<file path="config.mk">
export PLATFORM = sky130hd
export DESIGN_NAME = result_writeback_flat
export DESIGN_NICKNAME = d
export VERILOG_FILES = /design/src/rtl/result_writeback_if.sv /design/src/rtl/result_writeback.sv /design/src/flat_wrapper.sv
export SDC_FILE = /design/constraint.sdc
export NUM_CORES = 1
export LEC_CHECK = 0
export CAP_MARGIN = 30
export CORE_MARGIN = 2
export CORE_UTILIZATION = 40
export CTS_BUF_LIST = sky130_fd_sc_hd__clkbuf_4 sky130_fd_sc_hd__clkbuf_8
export CTS_CLUSTER_SIZE = 20
export DETAILED_ROUTE_END_ITERATION = 7
export GPL_TIMING_DRIVEN = 0
export PLACE_DENSITY = 0.66
export SYNTH_ARGS = -nofsm -noshare
export SYNTH_HDL_FRONTEND = slang
export SYNTH_SLANG_ARGS = --single-unit
</file>
<file path="constraint.sdc">
create_clock -name CLK -period 5.6 [get_ports CLK]
set_input_delay 1.12 -clock CLK [delete_from_list [all_inputs] [get_ports CLK]]
set_output_delay 1.12 -clock CLK [all_outputs]
set_load 0.02 [all_outputs]
</file>
<file path="src/rtl/result_writeback_if.sv">
// Store-path bundle between the control unit (master) and the writeback engine (slave),
// carrying the operation request, the four PE result words and the BRAM port B signals.
interface result_writeback_if #(
    parameter int DATA_W = 32,
    parameter int ADDR_W = 32
);
    logic              WB_START;
    logic [ADDR_W-1:0] BASE_ADDR;
    logic [3:0]        PE_MASK;
    logic              ADDR_MODE;
    logic [DATA_W-1:0] PE_DOUT_0;
    logic [DATA_W-1:0] PE_DOUT_1;
    logic [DATA_W-1:0] PE_DOUT_2;
    logic [DATA_W-1:0] PE_DOUT_3;
    logic [ADDR_W-1:0] addrb;
    logic [DATA_W-1:0] dinb;
    logic              enb;
    logic [3:0]        web;
    logic              STORE_BUSY;
    logic              STORE_DONE;

    modport master (
        output WB_START, BASE_ADDR, PE_MASK, ADDR_MODE,
        output PE_DOUT_0, PE_DOUT_1, PE_DOUT_2, PE_DOUT_3,
        input  addrb, dinb, enb, web, STORE_BUSY, STORE_DONE
    );

    modport slave (
        input  WB_START, BASE_ADDR, PE_MASK, ADDR_MODE,
        input  PE_DOUT_0, PE_DOUT_1, PE_DOUT_2, PE_DOUT_3,
        output addrb, dinb, enb, web, STORE_BUSY, STORE_DONE
    );
endinterface

</file>
<file path="src/rtl/result_writeback.sv">
// Multi-word STORE engine: snapshots the PE results on start and writes the masked words
// to BRAM port B one per cycle in ascending PE order, then pulses STORE_DONE.
module result_writeback #(
    parameter int DATA_W = 32,
    parameter int ADDR_W = 32,
    parameter int NUM_PE = 4
) (
    input  logic              CLK,
    input  logic              RSTN,
    result_writeback_if.slave bus
);
    typedef enum logic [1:0] {IDLE, WRITE, DONE} state_t;

    state_t            r_state;
    logic [DATA_W-1:0] r_snap [NUM_PE];
    logic [3:0]        r_mask;
    logic [ADDR_W-1:0] r_base;
    logic              r_mode;
    logic [2:0]        r_wcnt;
    logic [ADDR_W-1:0] r_addrb;
    logic [DATA_W-1:0] r_dinb;
    logic              r_enb;
    logic [3:0]        r_web;
    logic              r_busy;
    logic              r_done;

    logic [DATA_W-1:0] w_inData [NUM_PE];
    logic [1:0]        w_startIdx;
    logic [1:0]        w_nextIdx;
    logic [ADDR_W-1:0] w_startAddr;
    logic [ADDR_W-1:0] w_nextAddr;

    function automatic logic [1:0] lowIdx(input logic [3:0] m);
        if (m[0])      return 2'd0;
        else if (m[1]) return 2'd1;
        else if (m[2]) return 2'd2;
        else           return 2'd3;
    endfunction

    assign w_inData[0] = bus.PE_DOUT_0;
    assign w_inData[1] = bus.PE_DOUT_1;
    assign w_inData[2] = bus.PE_DOUT_2;
    assign w_inData[3] = bus.PE_DOUT_3;

    // The first write is prepared on the start edge so every BRAM output comes straight from a flop.
    assign w_startIdx  = lowIdx(bus.PE_MASK);
    assign w_nextIdx   = lowIdx(r_mask);
    assign w_startAddr = bus.ADDR_MODE ? bus.BASE_ADDR + ADDR_W'(w_startIdx) : bus.BASE_ADDR;
    assign w_nextAddr  = r_mode ? r_base + ADDR_W'(w_nextIdx) : r_base + ADDR_W'(r_wcnt);

    always_ff @(posedge CLK or negedge RSTN) begin
        if (!RSTN) begin
            r_state <= IDLE;
            for (int i = 0; i < NUM_PE; i++) r_snap[i] <= '0;
            r_mask  <= '0;
            r_base  <= '0;
            r_mode  <= 1'b0;
            r_wcnt  <= '0;
            r_addrb <= '0;
            r_dinb  <= '0;
            r_enb   <= 1'b0;
            r_web   <= 4'h0;
            r_busy  <= 1'b0;
            r_done  <= 1'b0;
        end else begin
            case (r_state)
                IDLE: begin
                    r_addrb <= '0;
                    r_dinb  <= '0;
                    r_enb   <= 1'b0;
                    r_web   <= 4'h0;
                    r_busy  <= 1'b0;
                    r_done  <= 1'b0;
                    if (bus.WB_START) begin
                        for (int i = 0; i < NUM_PE; i++) r_snap[i] <= w_inData[i];
                        r_base <= bus.BASE_ADDR;
                        r_mode <= bus.ADDR_MODE;
                        r_busy <= 1'b1;
                        if (bus.PE_MASK != 4'h0) begin
                            r_state <= WRITE;
                            r_mask  <= bus.PE_MASK & ~(4'b0001 << w_startIdx);
                            r_wcnt  <= 3'd1;
                            r_addrb <= w_startAddr;
                            r_dinb  <= w_inData[w_startIdx];
                            r_enb   <= 1'b1;
                            r_web   <= 4'hF;
                        end else begin
                            r_state <= DONE;
                            r_mask  <= 4'h0;
                            r_wcnt  <= 3'd0;
                            r_done  <= 1'b1;
                        end
                    end
                end
                WRITE: begin
                    // r_mask holds the PEs still to be written after the one currently on the port.
                    if (r_mask != 4'h0) begin
                        r_mask  <= r_mask & ~(4'b0001 << w_nextIdx);
                        r_wcnt  <= r_wcnt + 3'd1;
                        r_addrb <= w_nextAddr;
                        r_dinb  <= r_snap[w_nextIdx];
                    end else begin
                        r_state <= DONE;
                        r_addrb <= '0;
                        r_dinb  <= '0;
                        r_enb   <= 1'b0;
                        r_web   <= 4'h0;
                        r_done  <= 1'b1;
                    end
                end
                DONE: begin
                    r_state <= IDLE;
                    r_busy  <= 1'b0;
                    r_done  <= 1'b0;
                end
                default: begin
                    r_state <= IDLE;
                    r_enb   <= 1'b0;
                    r_web   <= 4'h0;
                    r_busy  <= 1'b0;
                    r_done  <= 1'b0;
                end
            endcase
        end
    end

    assign bus.addrb      = r_addrb;
    assign bus.dinb       = r_dinb;
    assign bus.enb        = r_enb;
    assign bus.web        = r_web;
    assign bus.STORE_BUSY = r_busy;
    assign bus.STORE_DONE = r_done;
endmodule

</file>
<file path="src/flat_wrapper.sv">
// flat-port wrapper written by rule: the top's interface ports become plain ports
module result_writeback_flat 
#(
    parameter int DATA_W = 32,
    parameter int ADDR_W = 32,
    parameter int NUM_PE = 4
)
  (CLK, RSTN, bus_WB_START, bus_BASE_ADDR, bus_PE_MASK, bus_ADDR_MODE, bus_PE_DOUT_0, bus_PE_DOUT_1, bus_PE_DOUT_2, bus_PE_DOUT_3, bus_addrb, bus_dinb, bus_enb, bus_web, bus_STORE_BUSY, bus_STORE_DONE);
  result_writeback_if #(.DATA_W(DATA_W), .ADDR_W(ADDR_W)) bus_i ();
  input  logic CLK;
  input  logic RSTN;
  input wire logic [$bits(bus_i.WB_START)-1:0] bus_WB_START;
  input wire logic [$bits(bus_i.BASE_ADDR)-1:0] bus_BASE_ADDR;
  input wire logic [$bits(bus_i.PE_MASK)-1:0] bus_PE_MASK;
  input wire logic [$bits(bus_i.ADDR_MODE)-1:0] bus_ADDR_MODE;
  input wire logic [$bits(bus_i.PE_DOUT_0)-1:0] bus_PE_DOUT_0;
  input wire logic [$bits(bus_i.PE_DOUT_1)-1:0] bus_PE_DOUT_1;
  input wire logic [$bits(bus_i.PE_DOUT_2)-1:0] bus_PE_DOUT_2;
  input wire logic [$bits(bus_i.PE_DOUT_3)-1:0] bus_PE_DOUT_3;
  output wire logic [$bits(bus_i.addrb)-1:0] bus_addrb;
  output wire logic [$bits(bus_i.dinb)-1:0] bus_dinb;
  output wire logic [$bits(bus_i.enb)-1:0] bus_enb;
  output wire logic [$bits(bus_i.web)-1:0] bus_web;
  output wire logic [$bits(bus_i.STORE_BUSY)-1:0] bus_STORE_BUSY;
  output wire logic [$bits(bus_i.STORE_DONE)-1:0] bus_STORE_DONE;
  assign bus_i.WB_START = bus_WB_START;
  assign bus_i.BASE_ADDR = bus_BASE_ADDR;
  assign bus_i.PE_MASK = bus_PE_MASK;
  assign bus_i.ADDR_MODE = bus_ADDR_MODE;
  assign bus_i.PE_DOUT_0 = bus_PE_DOUT_0;
  assign bus_i.PE_DOUT_1 = bus_PE_DOUT_1;
  assign bus_i.PE_DOUT_2 = bus_PE_DOUT_2;
  assign bus_i.PE_DOUT_3 = bus_PE_DOUT_3;
  assign bus_addrb = bus_i.addrb;
  assign bus_dinb = bus_i.dinb;
  assign bus_enb = bus_i.enb;
  assign bus_web = bus_i.web;
  assign bus_STORE_BUSY = bus_i.STORE_BUSY;
  assign bus_STORE_DONE = bus_i.STORE_DONE;
  result_writeback #(.DATA_W(DATA_W), .ADDR_W(ADDR_W), .NUM_PE(NUM_PE)) u_core (.CLK(CLK), .RSTN(RSTN), .bus(bus_i));
endmodule
</file>
* After elaboration in Yosys (flattened, before gate mapping)
Index checks and enable logic that the tools add are counted. W data, S select, Z words.
Cells by class: eq/ne operators 5, reduce and logical (&&, ||, !) cells 8, shift operators 2, add/sub/neg operators 4, muxes and demuxes 48, bitwise logic cells 7, order comparisons 2
Operators with widths (count):
- $mux W32 | 12
- $bmux W32 S2 | 2
- $pmux W32 S2 | 2
- $add A32 B2 Y32 | 2
- $add A32 B3 Y32 | 1
- $mux W4 | 6
- $mux W2 | 7
- $pmux W4 S3 | 1
- $mux W1 | 10
- $and A4 B4 Y4 | 2
- $not A4 Y4 | 2
- $pmux W4 S2 | 1
- $reduce_bool A4 Y1 | 2
- $shl A1 B2 Y4 const A | 2
- $ge A3 B3 Y1 const B | 2
- $mux W3 | 2
- $not A2 Y3 | 2
- $pmux W3 S2 | 1
- $reduce_and A2 Y1 | 3
- $ne A2 B2 Y1 const B | 2
- $pmux W1 S2 | 2
- $pmux W2 S2 | 1
- $add A3 B1 Y3 const B | 1
- $pmux W1 S3 | 1
- 7 further kinds | 7
Word-level totals: word-level logic and storage cells 91, flip-flop bits (word level) 241

* Logic depth before layout (Yosys ltp)
Gate-level depths: netlist of the first run.
word-level depth 10, gate-level depth with buffers 13, gate-level depth less buffers 11

* Worst setup path before layout of the first run
No wires, ideal clock.
path kind input to register, start in bus_PE_MASK[1], end reg u_core.r_addrb[30] (netlist: u_core.bus.addrb[30]), data arrival time 3.383 ns, stages on the path 13, buffers on the path 3, slack 2.090 ns, library setup time 0.127 ns, path through buf_6 clkbuf_1 clkbuf_1 inv_1 a21oi_1 ha_1 ha_1 inv_1 a2111oi_4 nand4_1 xnor2_1 a22oi_1 o21ai_2
On the way: cells in the longest elaborated chain, start to end 7
RTL lines:
- start, declared | line flat_wrapper.sv:14 | input wire logic [$bits(bus_i.PE_MASK)-1:0] bus_PE_MASK;
- $mux W2 | line result_writeback.sv:35 | else if (m[1]) return 2'd1;
- $mux W2 | line result_writeback.sv:34 | if (m[0]) return 2'd0;
- $add A32 B2 Y32 | line result_writeback.sv:48 | assign w_startAddr = bus.ADDR_MODE ? bus.BASE_ADDR + ADDR_W'(w_startIdx) : bus.BASE_ADDR;
- $mux W32 | line result_writeback.sv:48
- $mux W32 (*) | line result_writeback.sv:79 | if (bus.PE_MASK != 4'h0) begin
- $mux W32 (*) | line result_writeback.sv:74 | if (bus.WB_START) begin
- $pmux W32 S2 (*) | line result_writeback.sv:66 | case (r_state)
- end signal, assigned | line result_writeback.sv:83 | r_addrb <= w_startAddr;
- end signal, assigned | line result_writeback.sv:100 | r_addrb <= w_nextAddr;
- end, declared | line result_writeback.sv:20 | logic [ADDR_W-1:0] r_addrb;
Mark *: on every way between the ends. The rest lies on a longest branch, timed or not. A chain may end at the register's enable or synchronous reset.

* Final worst setup path of the first run
start in bus_PE_MASK[1], end reg u_core.r_addrb[22] (netlist: u_core.bus.addrb[22])
The elaborated chain is that of the path after synthesis.

==> results of run 1 <==
==> where the power goes <==
part	internal, uW	total (uW)	leakage [uW]	switching (uW)
clock network	966	1680	0.000466	717
registers	2540	3090	0.00287	544
logic	1720	3600	0.00325	1880
==> cell usage in the layout, fill, tap and decap left out, drive strengths merged, types with 2 or more instances in the layout <==
| cell type | instances |
|---|---|
| dfrtp | 237 |
| clkdlybuf4s50 | 233 |
| mux2 | 162 |
| clkbuf | 134 |
| nand2 | 113 |
| a21oi | 103 |
| o21ai | 96 |
| nor2 | 84 |
| mux2i | 66 |
| inv | 38 |
| a221oi | 32 |
| xor2 | 31 |
| xnor2 | 31 |
| buf | 24 |
| a22oi | 23 |
| nand4 | 21 |
| nand3 | 19 |
| and3 | 13 |
| o221ai | 9 |
| nor3 | 7 |
| ha | 6 |
| diode | 5 |
| nor2b | 4 |
| nor4 | 4 |
| and4 | 4 |
| a21o | 4 |
| clkinv | 4 |
| nor3b | 2 |
| clkinvlp | 2 |
| a2111oi | 2 |
==> layout make-up <==
type	count	area share, %
antenna	5	0.0770
buffer	89	2.27
clock buffer	66	5.01
clock inverter	7	0.400
inverter	38	0.878
multi-input combinational	849	37.0
sequential	237	36.5
tap	396	3.05
timing repair buffer	236	14.8
==> critical path: stages <==
cell and delay (ns):
buf_6 0.14, clkbuf_1 0.54, clkbuf_1 0.51, inv_1 0.09, a21oi_1 0.17, ha_1 0.20
ha_1 0.24, inv_1 0.09, a2111oi_4 0.70, nand4_1 0.24, xor2_1 0.20, o221ai_1 0.15
==> worst paths after layout <==
kind	start	end	slack (ns)	cells past startpoint
worst max-delay path	bus_PE_MASK[1]	u_core.bus.addrb[22]$_DFFE_PN0P_	1.58	12
worst min register to register	u_core.bus.addrb[4]$_DFFE_PN0P_	u_core.bus.addrb[4]$_DFFE_PN0P_	0.48	2
min in group asynchronous	RSTN	u_core.r_snap[51]$_DFFE_PN0P_	0.51	1
worst max register to register	u_core.r_mask[1]$_DFFE_PN0P_	u_core.bus.addrb[14]$_DFFE_PN0P_	1.67	13
max in group asynchronous	RSTN	u_core.bus.dinb[0]$_DFFE_PN0P_	3.87	3
worst min-delay path	u_core.bus.addrb[4]$_DFFE_PN0P_	u_core.bus.addrb[4]$_DFFE_PN0P_	0.48	2
==> metrics by stage <==
stage          cells  hold slack [ns]  TNS [ns]
3_3_place_gp    1843            0.471  -1659.52
6_report        1923            0.485         0
3_5_place_dp    1845            0.475         0
4_1_cts         1918            0.490         0
2_1_floorplan   1213            0.471         0
5_1_grt         1919            0.517         0
==> sequential cells by signal (all words and copies together), names as in the netlist <==
| name | cells |
|---|---|
| u_core.bus.STORE_BUSY | 1 |
| u_core.bus.STORE_DONE | 1 |
| u_core.bus.addrb | 32 |
| u_core.bus.dinb | 32 |
| u_core.bus.web | 1 |
| u_core.r_base | 32 |
| u_core.r_mask | 4 |
| u_core.r_mode | 1 |
| u_core.r_snap | 128 |
| u_core.r_state | 2 |
| u_core.r_wcnt | 3 |
==> kinds of logic after synthesis <==
family / after synthesis
adders and majority gates: 8
muxes: 228
DFF: 237
and+or+nand+nor: 277
buffers and inverters: 127
AOI/OAI and AO/OA: 274
xor gates and xnor gates: 62
==> routing by layer <==
layer  wire length [um]  track usage, %
met1              17600            33.2
met4               1020            7.39
met2              18500            38.8
met3               2910            5.30
met5                 25               0
==> summary.md, run 1 <==
| Metric | Value |
|---|---|
| DP Area | about 15,000 um2 |
| Layout area overhead | 30.4% |
| Initial antenna violation count | 6 |
| First-pass GRT wire length | 62,400 um |
| Vias | 10,770 |
| Layout cells sized above 1 | 17.1% |
| Synth Instances | 1,213 |
| Ys async rst share | 100% |
| # DRC | 0 |
| Die area | approximately 33,000 um2 |
| Die width | 181 um |
| Yosys top cell area share | 47.6% |
| Pre-CTS WS | 1.07 ns |
| Main combinational cell family by area after synthesis | multiplexers |
| Synth Area in Compound Gates | between 10% and 20% |
| Worst-path clk slew | 0.06 ns |
| RSZ-0062 raised after global routing | false |
| First drt pass iteration count | 5 |
| Sequential fraction of the synthesis area | 47.6% |
| Grt ovf | 0 |
| Post-Synth Simple-Gate Area | under 10% |
| Type of the most critical hold path | reg -> reg |
| Post-CTS Setup Inserts | 0 |
| Design area | 16,300 um2 |
| Crit path required time | 5.98 ns |
| Critical path peak fanout | 10 |
| Area leader, netlist | dfrtp_1 |
| Final wirelength | between 40,000 and 50,000 um |
| Final setup violation count | 0 |
| Post-synth EDFFs | 0 |
| DP Wirelength | 28,800 um |
| Minimum clock period | 4.02 ns |
| Maxcap violations | 0 |
| Average size of a mapped cell | 10.3 um2 |
| Fillers | between 2,000 and 3,000 |
| Clk_skew | 0.0168 ns |
| Sequential cell area | 5930 um2 |
| Drt wl/cell | approximately 21 um |
| Nets | 1,667 |
| Mapped Area | about 12,000 um2 |
| PostCTS Resize Cnt | 0 |
| CTS tree | yes |
| Worst-margin pin slew | 0.875 ns |
| Starting Density | slightly above 40% |
| Critical Path Sink Type | register |
| Multi-input logic area | 6020 um2 |
| Post-CTS Hold Fix Bufs | 0 |
| LEAKAGE | between 0.006 and 0.007 uW |
| Outcome | finished clean |
| Vias in the first global route | 10,945 |
| Post-synth top cells | dfrtp_1 (237), mux2_2 (162), nand2_1 (113) |
| Tcrit/Tclk final | 71.8% |
| Cell variety after synth | 46 |
| Max-Slew Margin vs Limit | 41.7% |
| RePlAce Congestion | 0.854 |
| Pins Over Slew Limit | 0 |
| Startpoint Class | input pin |
| Top_reg_cell synth | dfrtp_1 |
| CP Class | in -> reg |
| Crit path arrival time | 4.40 ns |
| Total power draw | 8370 uW |
| Setup WS post-layout | 1.58 ns |
| Pin count of the biggest net entering global routing | 96 |
| Row count | between 60 and 70 |
| CTS H-tree lvls | 2 |
| Ys Warns | 0 |
| Post-layout util | about 53% |
| Most common cell in the synthesized netlist | dfrtp_1 |
| Core ar. | roughly 31,000 um2 |
| Max rail drop VDD | 266 uV |
| Post-synthesis xor/xnor area fraction | between 4 and 5% |
| Fmax | ~250 MHz |
| Clock latency at the later pin of the worst-skew pair | 0.55 ns |
| Mux cell area share after synthesis | 19.9% |
| CTS Buffer Depth | 3 |
| Gr usage total | 24.3% |
| IO Pins | 239 |
| Clock sink total | ~240 |
| DR iter-0 viols | 818 |
| Root Buffer | clkbuf_8 |
| Clock buffer count from CTS | between 40 and 50 |
| Antenna viol nets, final | 0 |
| Via-per-instance ratio | 5.60 |
| Syn_nets | 1,388 |
| PD cells | 515 nW/um2 |
| IO buf count | 234 |
| Area share of fa/ha/maj cells after synthesis | 0.843% |
| Post-synthesis register bit count | 237 |
| Fin. Hold Viols | 0 |
| Die H | 181 um |
| Synth top area cells | dfrtp_1 (48%), mux2_2 (15%), mux2i_1 (5.3%) |
Note: power is estimated with default switching activity, not from simulation.
==> inputs of run 2 (changes only) <==
==> constraint.sdc (replaced) <==
create_clock -name CLK -period 4.1 [get_ports CLK]
set_input_delay 0.82 -clock CLK [delete_from_list [all_inputs] [get_ports CLK]]
set_output_delay 0.82 -clock CLK [all_outputs]
set_load 0.02 [all_outputs]
==> summary.md, run 2 (synthesis results as in run 1) <==
| Metric | Value |
|---|---|
| DP Area | 15,400 um2 (unchanged) |
| First-pass GRT wire length | 62,400 um (unchanged) |
| Fmax | between 200 and 300 MHz |
| CTS H-tree lvls | 2 (unchanged) |
| Cell Int Power | 7140 uW (+37%) |
| Root Buffer | clkbuf_8 |
| Critical path peak fanout | 10 (unchanged) |
| CTS tree | yes |
| Die width | 181 um (unchanged) |
| Setup WS post-layout | 0.266 ns (-1.31 ns) |
| Die area | 32,600 um2 (unchanged) |
| Post-layout util | 53.0% (about the same) |
| Clock latency at the later pin of the worst-skew pair | 0.55 ns (about the same) |
| Clock power share | 20.2% (about the same) |
| Sw Ratio | 37.5% (about the same) |
| Via-per-instance ratio | 5.56 (-0.77%) |
| Fin. Hold Viols | 0 (unchanged) |
| Critical Path Sink Type | register |
| IO buf count | 234 (unchanged) |
| Final wirelength | 40,100 um (about the same) |
| Max-Slew Margin vs Limit | 41.2% (-0.46 points) |
| Initial antenna violation count | 6 (unchanged) |
| DP Wirelength | 28,800 um (unchanged) |
| Grt ovf | 0 (unchanged) |
| PD cells | 703 nW/um2 (+37%) |
| Crit path required time | 4.52 ns (-1.46 ns) |
| Worst-path cell chain | clkbuf_1 > clkbuf_1 > inv_1 > a21oi_1 > mux2_2 > ha_1 > fa_1 > a21oi_1 > nor3_2 > nand4_1 > xnor2_1 > a22oi_1 > o21ai_2 |
| Tcrit/Tclk final | 93.5% |
| Layout cells sized above 1 | 17.1% (+0.066 points) |
| Outcome | finished clean |
| Pin count of the biggest net entering global routing | 96 (unchanged) |
| Worst Path Buf+Inv | 3 (-2) |
| Antenna viol nets, final | 0 (unchanged) |
| # DRC | 0 (unchanged) |
| Max incr delay on CP | 0.57 ns (-0.13 ns) |
| Clock sink total | 237 (unchanged) |
| Gr usage total | 24.3% (unchanged) |
| Layout area overhead | 30.4% (about the same) |
| Crit path arrival time | 4.25 ns (-0.15 ns) |
| Core ar. | 30,700 um2 (unchanged) |
| Setup_tns | 0 ns (unchanged) |
| Maxcap violations | 0 (unchanged) |
| Drt wl/cell | 20.8 um (+0.11%) |
| Clk_skew | 0.0180 ns (+0.00117 ns) |
| First drt pass iteration count | 5 (unchanged) |
| Row count | 64 (unchanged) |
| Gate power share | 43.0% (about the same) |
| Pre-CTS WS | -0.126 ns (-1.20 ns) |
| Die H | 181 um (unchanged) |
| Largest reg by FF count | u_core.r_snap |
| Commonest cells after routing, fill and taps aside | dfrtp_1 (237), clkdlybuf4s50_1 (233), mux2_2 (162), nand2_1 (113), a21oi_1 (103) |
| DR iter-0 viols | 796 (-2.7%) |
| IO Pins | 239 (unchanged) |
| Flop pwr share | 36.9% (about the same) |
| Clock buffer count from CTS | 41 (unchanged) |
| Max rail drop VDD | 364 uV (+37%) |
| Nets | 1,667 (unchanged) |
| Max reg flops | 128 (unchanged) |
| RePlAce Congestion | 0.854 (unchanged) |
| Switching pwr | 4290 uW (+37%) |
| Design area | 16,300 um2 (about the same) |
| Vias | 10,682 (-0.82%) |
| Final setup violation count | 0 (unchanged) |
| Hold_ws | 0.204 ns (-0.281 ns) |
| RSZ-0062 raised after global routing | false |
| Startpoint Class | register |
| Worst-path clk slew | 0.06 ns (about the same) |
| Commonest non-fill, non-tap cell in the layout | dfrtp_1 |
| Type of the most critical hold path | in -> async |
| Starting Density | 40.6% (unchanged) |
| CTS Buffer Depth | 3 (unchanged) |
| Pins Over Slew Limit | 0 (unchanged) |
| LEAKAGE | 0.00658 uW (about the same) |
| Vias in the first global route | 10,945 (unchanged) |
| Crit-path leading delay family | buffers and inverters |
| CP Class | reg -> reg |
| CP max-delay cell | clkbuf_1 |
| Worst-margin pin slew | 0.882 ns (+0.00687 ns) |
| Minimum clock period | 3.83 ns |
## run 2: cell count changes in the layout (fill, tap and decap cells not counted), sizes merged
cell / before / now
diode: 5 / 4
## run 2: repair_timing
item	4_1_cts	5_1_grt
hold buffers	0	0
resized for setup	0	1
setup buffers	0	0
endpoints found under the setup margin	0	3
## run 2: final cells by class
cell class              count  area (um2)
flip-flops and latches    237        5930
fillers                  2791       14400
diodes                      4        10.0
well taps                 396         495
repair buffers            236        2400
clock inverters             7        65.1
clock buffers              66         815
plain buffers              89         369
inverters                  38         143
multi-input cells         849        6030
## run 2: per-layer routing
metal	global-route usage (%)	vias up	wire, um
li1	-	4884	-
met4	7.39	4	1040
met3	5.30	81	2900
met2	38.8	434	18400
met1	33.2	5279	17700
met5	0	-	25
## run 2: power by group through the flow
stage | Clock, uW | Combinational, uW | Sequential (uW)
floorplan | 0 | 2880 | 4360
global placement | 0 | 4810 | 4190
detailed placement | 0 | 4910 | 4230
CTS | 2340 | 4930 | 4200
global route | 2470 | 5340 | 4350
finish | 2300 | 4910 | 4210
## run 2: worst paths after layout
check,start,to,slack [ns],cells after the start
min in group CLK,u_core.bus.addrb[4]$_DFFE_PN0P_,u_core.bus.addrb[4]$_DFFE_PN0P_,0.48,2
min,RSTN,u_core.r_snap[51]$_DFFE_PN0P_,0.20,1
min reg2reg,u_core.bus.addrb[4]$_DFFE_PN0P_,u_core.bus.addrb[4]$_DFFE_PN0P_,0.48,2
max in group asynchronous,RSTN,u_core.bus.dinb[0]$_DFFE_PN0P_,2.67,3
max,u_core.r_mask[1]$_DFFE_PN0P_,u_core.bus.addrb[30]$_DFFE_PN0P_,0.27,13
max reg2reg,u_core.r_mask[1]$_DFFE_PN0P_,u_core.bus.addrb[30]$_DFFE_PN0P_,0.27,13
## run 2: per-stage QoR
stage / total power (uW) / std cells
after floorplan: 7240 / 1213
after detailed placement: 9140 / 1845
after global placement: 9000 / 1843
after CTS: 11500 / 1918
after global routing: 12200 / 1919
final: 11400 / 1922
==> inputs of run 3 (changes only) <==
--- a/config.mk
+++ b/config.mk
@@ -12,7 +12,6 @@
 export CTS_CLUSTER_SIZE = 20
 export DETAILED_ROUTE_END_ITERATION = 7
 export GPL_TIMING_DRIVEN = 0
-export PLACE_DENSITY = 0.66
 export SYNTH_ARGS = -nofsm -noshare
 export SYNTH_HDL_FRONTEND = slang
 export SYNTH_SLANG_ARGS = --single-unit
==> constraint.sdc (replaced) <==
create_clock -name CLK -period 4.8 [get_ports CLK]
set_input_delay 0.96 -clock CLK [delete_from_list [all_inputs] [get_ports CLK]]
set_output_delay 0.96 -clock CLK [all_outputs]
set_load 0.02 [all_outputs]
==> summary.md, run 3 (synthesis results as in run 1) <==
| Metric | Value |
|---|---|
| Outcome | finished clean |
| Startpoint Class | input pin |
| DP Wirelength | 28,900 um (+0.28%) |
| Post-CTS Setup Inserts | 0 (unchanged) |
| IO buf count | 234 (unchanged) |
| CTS Buffer Depth | 3 (unchanged) |
| Crit path required time | 5.22 ns (+0.70 ns) |
| Flop pwr share | 36.7% (-0.2 points) |
| R2r startpoint | u_core.r_mask[1]$_DFFE_PN0P_ |
| Fin. Hold Viols | 0 (unchanged) |
| Max-Slew Margin vs Limit | 40.1% (-1.1 points) |
| Design area | 16,300 um2 (about the same) |
| Vias | 10,661 (-0.20%) |
| DP Area | 15,400 um2 (unchanged) |
| Finished Layout Cells | 1,920 (-0.10%) |
| Layout area overhead | 30.5% (about the same) |
| Worst-path clk slew | 0.06 ns (about the same) |
| Clock buffer count from CTS | 44 (+7.3%) |
| DR iter-0 viols | 769 (-3.4%) |
| Initial antenna violation count | 6 (unchanged) |
| Clock sink total | 237 (unchanged) |
| Pin count of the biggest net entering global routing | 114 (+19%) |
| Minimum clock period | 4.02 ns |
| Gr usage total | 24.5% (+0.14 points) |
| Max reg flops | 128 (unchanged) |
| Tcrit/Tclk final | 83.7% |
| Nets | 1,670 (+0.18%) |
| Core ar. | 30,700 um2 (unchanged) |
| Starting Density | 40.6% (unchanged) |
| Row count | 64 (unchanged) |
| GR Util met3 | 5.64% (+0.34 points) |
| Drt wl/cell | 21.1 um (+1.1%) |
| PD cells | 604 nW/um2 (-14%) |
| Pre-CTS WS | 0.254 ns (+0.380 ns) |
| R2r setup slk | 0.91 ns (+0.64 ns) |
| GRT met2 Usage | 39.6% (+0.81 points) |
| # DRC | 0 (unchanged) |
| Antenna viol nets, final | 0 (unchanged) |
| Worst-path cell chain | buf_6 > clkbuf_1 > clkbuf_1 > inv_1 > a21oi_1 > ha_1 > ha_1 > inv_1 > a2111oi_4 > nand4_1 > xnor2_1 > a22oi_1 > o21ai_2 |
| Commonest non-fill, non-tap cell in the layout | dfrtp_1 |
| Total power draw | 9820 uW (-14%) |
| Reg2reg path depth | 13 (unchanged) |
| Largest reg by FF count | u_core.r_snap |
| Clock power share | 20.6% (+0.4 points) |
| Cell Int Power | 6140 uW (-14%) |
| Final setup violation count | 0 (unchanged) |
| CP max-delay cell | a2111oi_4 |
| Crit path arrival time | 4.44 ns (+0.19 ns) |
| Type of the most critical hold path | in -> async |
| Sequential cell area | 5930 um2 (unchanged) |
| First-pass GRT wire length | 62,500 um (+0.23%) |
| Worst Path Buf+Inv | 5 (+2) |
| Layout cells sized above 1 | 17.1% (-0.066 points) |
| Sw Ratio | 37.5% (-0.085 points) |
| Clock latency at the later pin of the worst-skew pair | 0.55 ns (about the same) |
| Post-CTS Hold Fix Bufs | 0 (unchanged) |
| Critical path peak fanout | 10 (unchanged) |
| Crit-path leading delay family | compound AO/OA/AOI/OAI gates |
| CTS tree | yes |
| Grt ovf | 0 (unchanged) |
| Worst-margin pin slew | 0.899 ns (+0.0169 ns) |
| First drt pass iteration count | 5 (unchanged) |
| CTS H-tree lvls | 2 (unchanged) |
| Multi-input logic area | 6020 um2 (-0.10%) |
| RSZ-0062 raised after global routing | false |
| Global routing's busiest layer | met2 |
| IO Pins | 239 (unchanged) |
| Critical Path Sink Type | register |
| Switching pwr | 3680 uW (-14%) |
| Via-per-instance ratio | 5.55 (about the same) |
| RePlAce Congestion | 0.845 (-1.0%) |
| Maxcap violations | 0 (unchanged) |
| Setup WS post-layout | 0.782 ns (+0.516 ns) |
| Clk_skew | 0.00776 ns (-0.0102 ns) |
| Vias in the first global route | 11,017 (+0.66%) |
| CP Class | in -> reg |
| Die area | 32,600 um2 (unchanged) |
| Max rail drop VDD | 323 uV (-11%) |
| LEAKAGE | 0.00660 uW (+0.20%) |
| Placed cells | 1,845 (unchanged) |
| Fmax | 249 MHz |
| Worst R2R End | u_core.bus.addrb[18]$_DFFE_PN0P_ |
| Die width | 181 um (unchanged) |
| Gate power share | 42.7% (-0.3 points) |
| Root Buffer | clkbuf_8 |
| PostCTS Resize Cnt | 0 (unchanged) |
| Routing usage on met1 | 32.4% (-0.79 points) |
| Max incr delay on CP | 0.80 ns (+0.23 ns) |
| Die H | 181 um (unchanged) |
| Setup_tns | 0 ns (unchanged) |
| Commonest cells after routing, fill and taps aside | dfrtp_1 (237), clkdlybuf4s50_1 (233), mux2_2 (162), nand2_1 (113), a21oi_1 (103) |
| Final wirelength | 40,400 um (+0.95%) |
| Fillers | 2,861 (+2.5%) |
| Pins Over Slew Limit | 0 (unchanged) |
==> run 3: cell count changes in the layout (fill, tap and decap cells not counted), sizes merged <==
cell      delta
inv          +1
clkbuf       +2
clkinv       -2
clkinvlp     -1
diode        -2
==> run 3: area by class of cell <==
| class | count | share of cell area, % |
|---|---|---|
| antenna | 2 | 0.0308 |
| buffer | 89 | 2.27 |
| clock buffer | 68 | 5.21 |
| clock inverter | 5 | 0.346 |
| inverter | 38 | 0.877 |
| multi-input combinational | 849 | 37.0 |
| sequential | 237 | 36.4 |
| tap | 396 | 3.04 |
| timing repair buffer | 236 | 14.8 |
==> run 3: worst register-to-register path, stage by stage, from the launching register on <==
cell	delay (ns)
dfrtp_1	0.42
clkbuf_1	0.44
clkbuf_1	0.51
inv_1	0.12
a21oi_1	0.16
mux2_2	0.17
ha_1	0.20
fa_1	0.25
a21oi_1	0.14
nor4_1	0.71
nand3_1	0.21
xnor2_1	0.17
a22oi_1	0.14
o21ai_0	0.10
==> run 3: routing by layer <==
metal / vias up / share of wire [%]
li1: 4891 / -
met1: 5255 / 44
met2: 421 / 46
met3: 86 / 7.3
met4: 8 / 2.7
met5: - / 0.14
==> run 3: power by group through the flow <==
stage               Combinational, uW  Sequential (uW)  Clock (uW)
global route                     4560             3720        2150
detailed placement               4200             3620           0
CTS                              4220             3590        2070
floorplan                        2460             3730           0
global placement                 4120             3590           0
finish                           4200             3610        2020
==> run 3: through the flow <==
step,hold WS [ns],util (%)
3_5_place_dp,0.478,50.1
2_1_floorplan,0.471,-
4_1_cts,0.219,53.0
6_report,0.239,53.1
3_3_place_gp,0.475,49.9
5_1_grt,0.229,53.0
==> run 3: worst max path at each step <==
stage,endpoint,depth (start not counted),slack (ns),start
floorplan,u_core.bus.addrb[30]$_DFFE_PN0P_,13,1.45,bus_PE_MASK[1]
global placement,u_core.r_base[22]$_DFFE_PN0P_,1,-7.81,RSTN
detailed placement,u_core.bus.addrb[30]$_DFFE_PN0P_,13,0.25,bus_PE_MASK[1]
CTS,u_core.bus.addrb[30]$_DFFE_PN0P_,13,0.83,bus_PE_MASK[1]
global route,u_core.bus.addrb[18]$_DFFE_PN0P_,13,0.57,u_core.r_mask[1]$_DFFE_PN0P_
finish,u_core.bus.addrb[30]$_DFFE_PN0P_,13,0.78,bus_PE_MASK[1]
==> variant (flow settings as in run 2) <==
Encoding of `state_t`: now one-hot (3 bits for 3 states).
--- a/src/rtl/result_writeback.sv
+++ b/src/rtl/result_writeback.sv
@@ -11,3 +11,3 @@
 );
-    typedef enum logic [1:0] {IDLE, WRITE, DONE} state_t;
+    typedef enum logic [2:0] {IDLE = 3'b001, WRITE = 3'b010, DONE = 3'b100} state_t;
 
Behaviour: no difference found for any inputs over 4 cycles, from zero or initial values and one cycle with RSTN low; so few cycles prove little.
==> variant against run 2 <==
  * Synthesized cell count fell by 1.8%
  * Design area rose by 1.1%
  * Total power rose by 4.3%
  * Synthesized area rose by 0.81%
  * Sequential share of layout area fell by 0.24 points
  * Sequential power rose by 2%
  * Global-route usage fell by 0.16 points
  * Worst setup slack got worse by 0.034 ns
  * Fmax fell by 0.87%
  * Die area rose by 0.79%
  * Final cell count fell by 0.78%
  * Combinational power rose by 5.1%
  * Routed wire length barely moved
  * Sequential cell count rose by 1
  * Largest power group unchanged
==> variant: results (changes against run 2) <==
Reg clk slew, reported paths - 0.06 ns (about the same)
Final min period - 3.87 ns (+0.0337 ns)
Share of cells above drive strength 1 - 0.212 (+0.0402)
Worst R2R End - u_core.bus.addrb[26]
Initial antenna violation count - 5 (-1)
Commonest cells post-synth - dfrtp_1, mux2_2, nor2_1, a21oi_1, o21ai_0
Post-synthesis async set-or-reset flop share - 1.00 (unchanged)
First-pass DRT Iterations - 5 (unchanged)
Final Skew - 0.0124 ns (-0.00557 ns)
Grt met1 use - 0.314 (-0.0186)
Syn Nets - 1366 (-1.6%)
Met3 WL post-DR - 2.97 mm (+2.4%)
Vias per cell - 5.53 (-0.54%)
DP Wirelength - 29.0 mm (+0.73%)
Critical path's top delay family - buffers and inverters
Vias in the first global route - 11100 (+1.7%)
Filler cells - 2783 (-0.29%)
CTS Root Cell - clkbuf_8
Final nets - 1648 (-1.1%)
WL met1 - 17.3 mm (-2.4%)
Global placer's final weighted congestion - 0.863 (+1.0%)
Logic pwr share - 0.433 (+0.003)
DR iter-0 viols - 882 (+11%)
Share of total power in the clock network - 0.207 (+0.005)
Internal power - 7.40 mW (+3.6%)
VDD IR max - 0.331 mV (-9.1%)
CP max stage cell - clkbuf_1
Post-synthesis sequential area ratio - 0.474 (-0.00175)
Status - finished clean
Routing usage on met2 - 0.396 (+0.00792)
First-pass GRT wire length - 62.3 mm (-0.17%)
P_sw - 4.53 mW (+5.6%)
Met3 Use GR - 0.0649 (+0.0120)
CTS buffer count - 44 (+7.3%)
Post-Place Setup Slack - 0.147 ns (+0.273 ns)
Largest net degree at the start of global routing - 95 (-1.0%)
Worst-Margin Slew - 0.792 ns (-0.0894 ns)
Synth area leaders - dfrtp_1, mux2_2, mux2i_1
Number of buffers added for setup after CTS - 0 (unchanged)
Leakage - 6.79 nW (+3.1%)
FF-to-FF path depth - 11 (-2)
Synth cell types - 58 (+26%)
Routed wire length per instance - 21.0 µm (+0.75%)
Met2 WL post-DR - 18.8 mm (+2.0%)
Remaining DRCs - 0 (unchanged)
Gr usage total - 0.242 (-0.00158)
Critical Path Max Stage Delay - 0.59 ns (+0.02 ns)
Kind of critical path - reg -> reg
Yosys Warn Count - 0 (unchanged)
R2r setup slk - 0.23 ns (-0.03 ns)
Critical path data arrival time - 4.28 ns (+0.03 ns)
==> variant: cell type report <==
class	instances	area (µm²)	area share
buffer	83	379	0.0231
clock inverter	5	31.3	0.00190
antenna	4	10.0	0.000609
sequential	238	5960	0.362
timing repair buffer	236	2400	0.146
clock buffer	75	932	0.0567
multi-input combinational	865	6210	0.378
tap	396	495	0.0301
inverter	5	18.8	0.00114
==> variant: per-stage QoR <==
step / area, µm² / setup TNS, ns / hold slack, ns / instances
2_1_floorplan: 12600 / 0 / 0.470 / 1191
3_3_place_gp: 15400 / -1983.12 / 0.466 / 1821
3_5_place_dp: 15500 / 0 / 0.474 / 1823
4_1_cts: 16400 / 0 / 0.325 / 1903
5_1_grt: 16400 / 0 / 0.355 / 1903
6_report: 16400 / 0 / 0.302 / 1907
==> variant: cell families (layout without fill, tap and decap cells) <==
family | count (synthesis) | count (layout) | share of synthesized area
AND/OR/NAND/NOR | 294 | 294 | 0.118
AO/OA/AOI/OAI | 272 | 272 | 0.126
flip-flops | 238 | 238 | 0.474
multiplexers | 230 | 230 | 0.199
buffers and inverters | 88 | 404 | 0.0317
XOR/XNOR | 62 | 62 | 0.0432
adder cells (fa/ha/maj) | 7 | 7 | 0.00757
other | 0 | 4 | 0
==> variant: worst min-delay path by stage <==
stage | startpoint | to | slack, ns | depth (start not counted)
global route | RSTN | u_core.bus.addrb[3] | 0.36 | 1
CTS | RSTN | u_core.r_base[19] | 0.33 | 1
finish | RSTN | u_core.bus.addrb[3] | 0.30 | 1
detailed placement | u_core.bus.STORE_BUSY | u_core.bus.STORE_BUSY | 0.47 | 1
floorplan | u_core.r_wcnt[1] | u_core.r_wcnt[1] | 0.47 | 2
global placement | u_core.bus.addrb[7] | u_core.bus.addrb[7] | 0.47 | 2
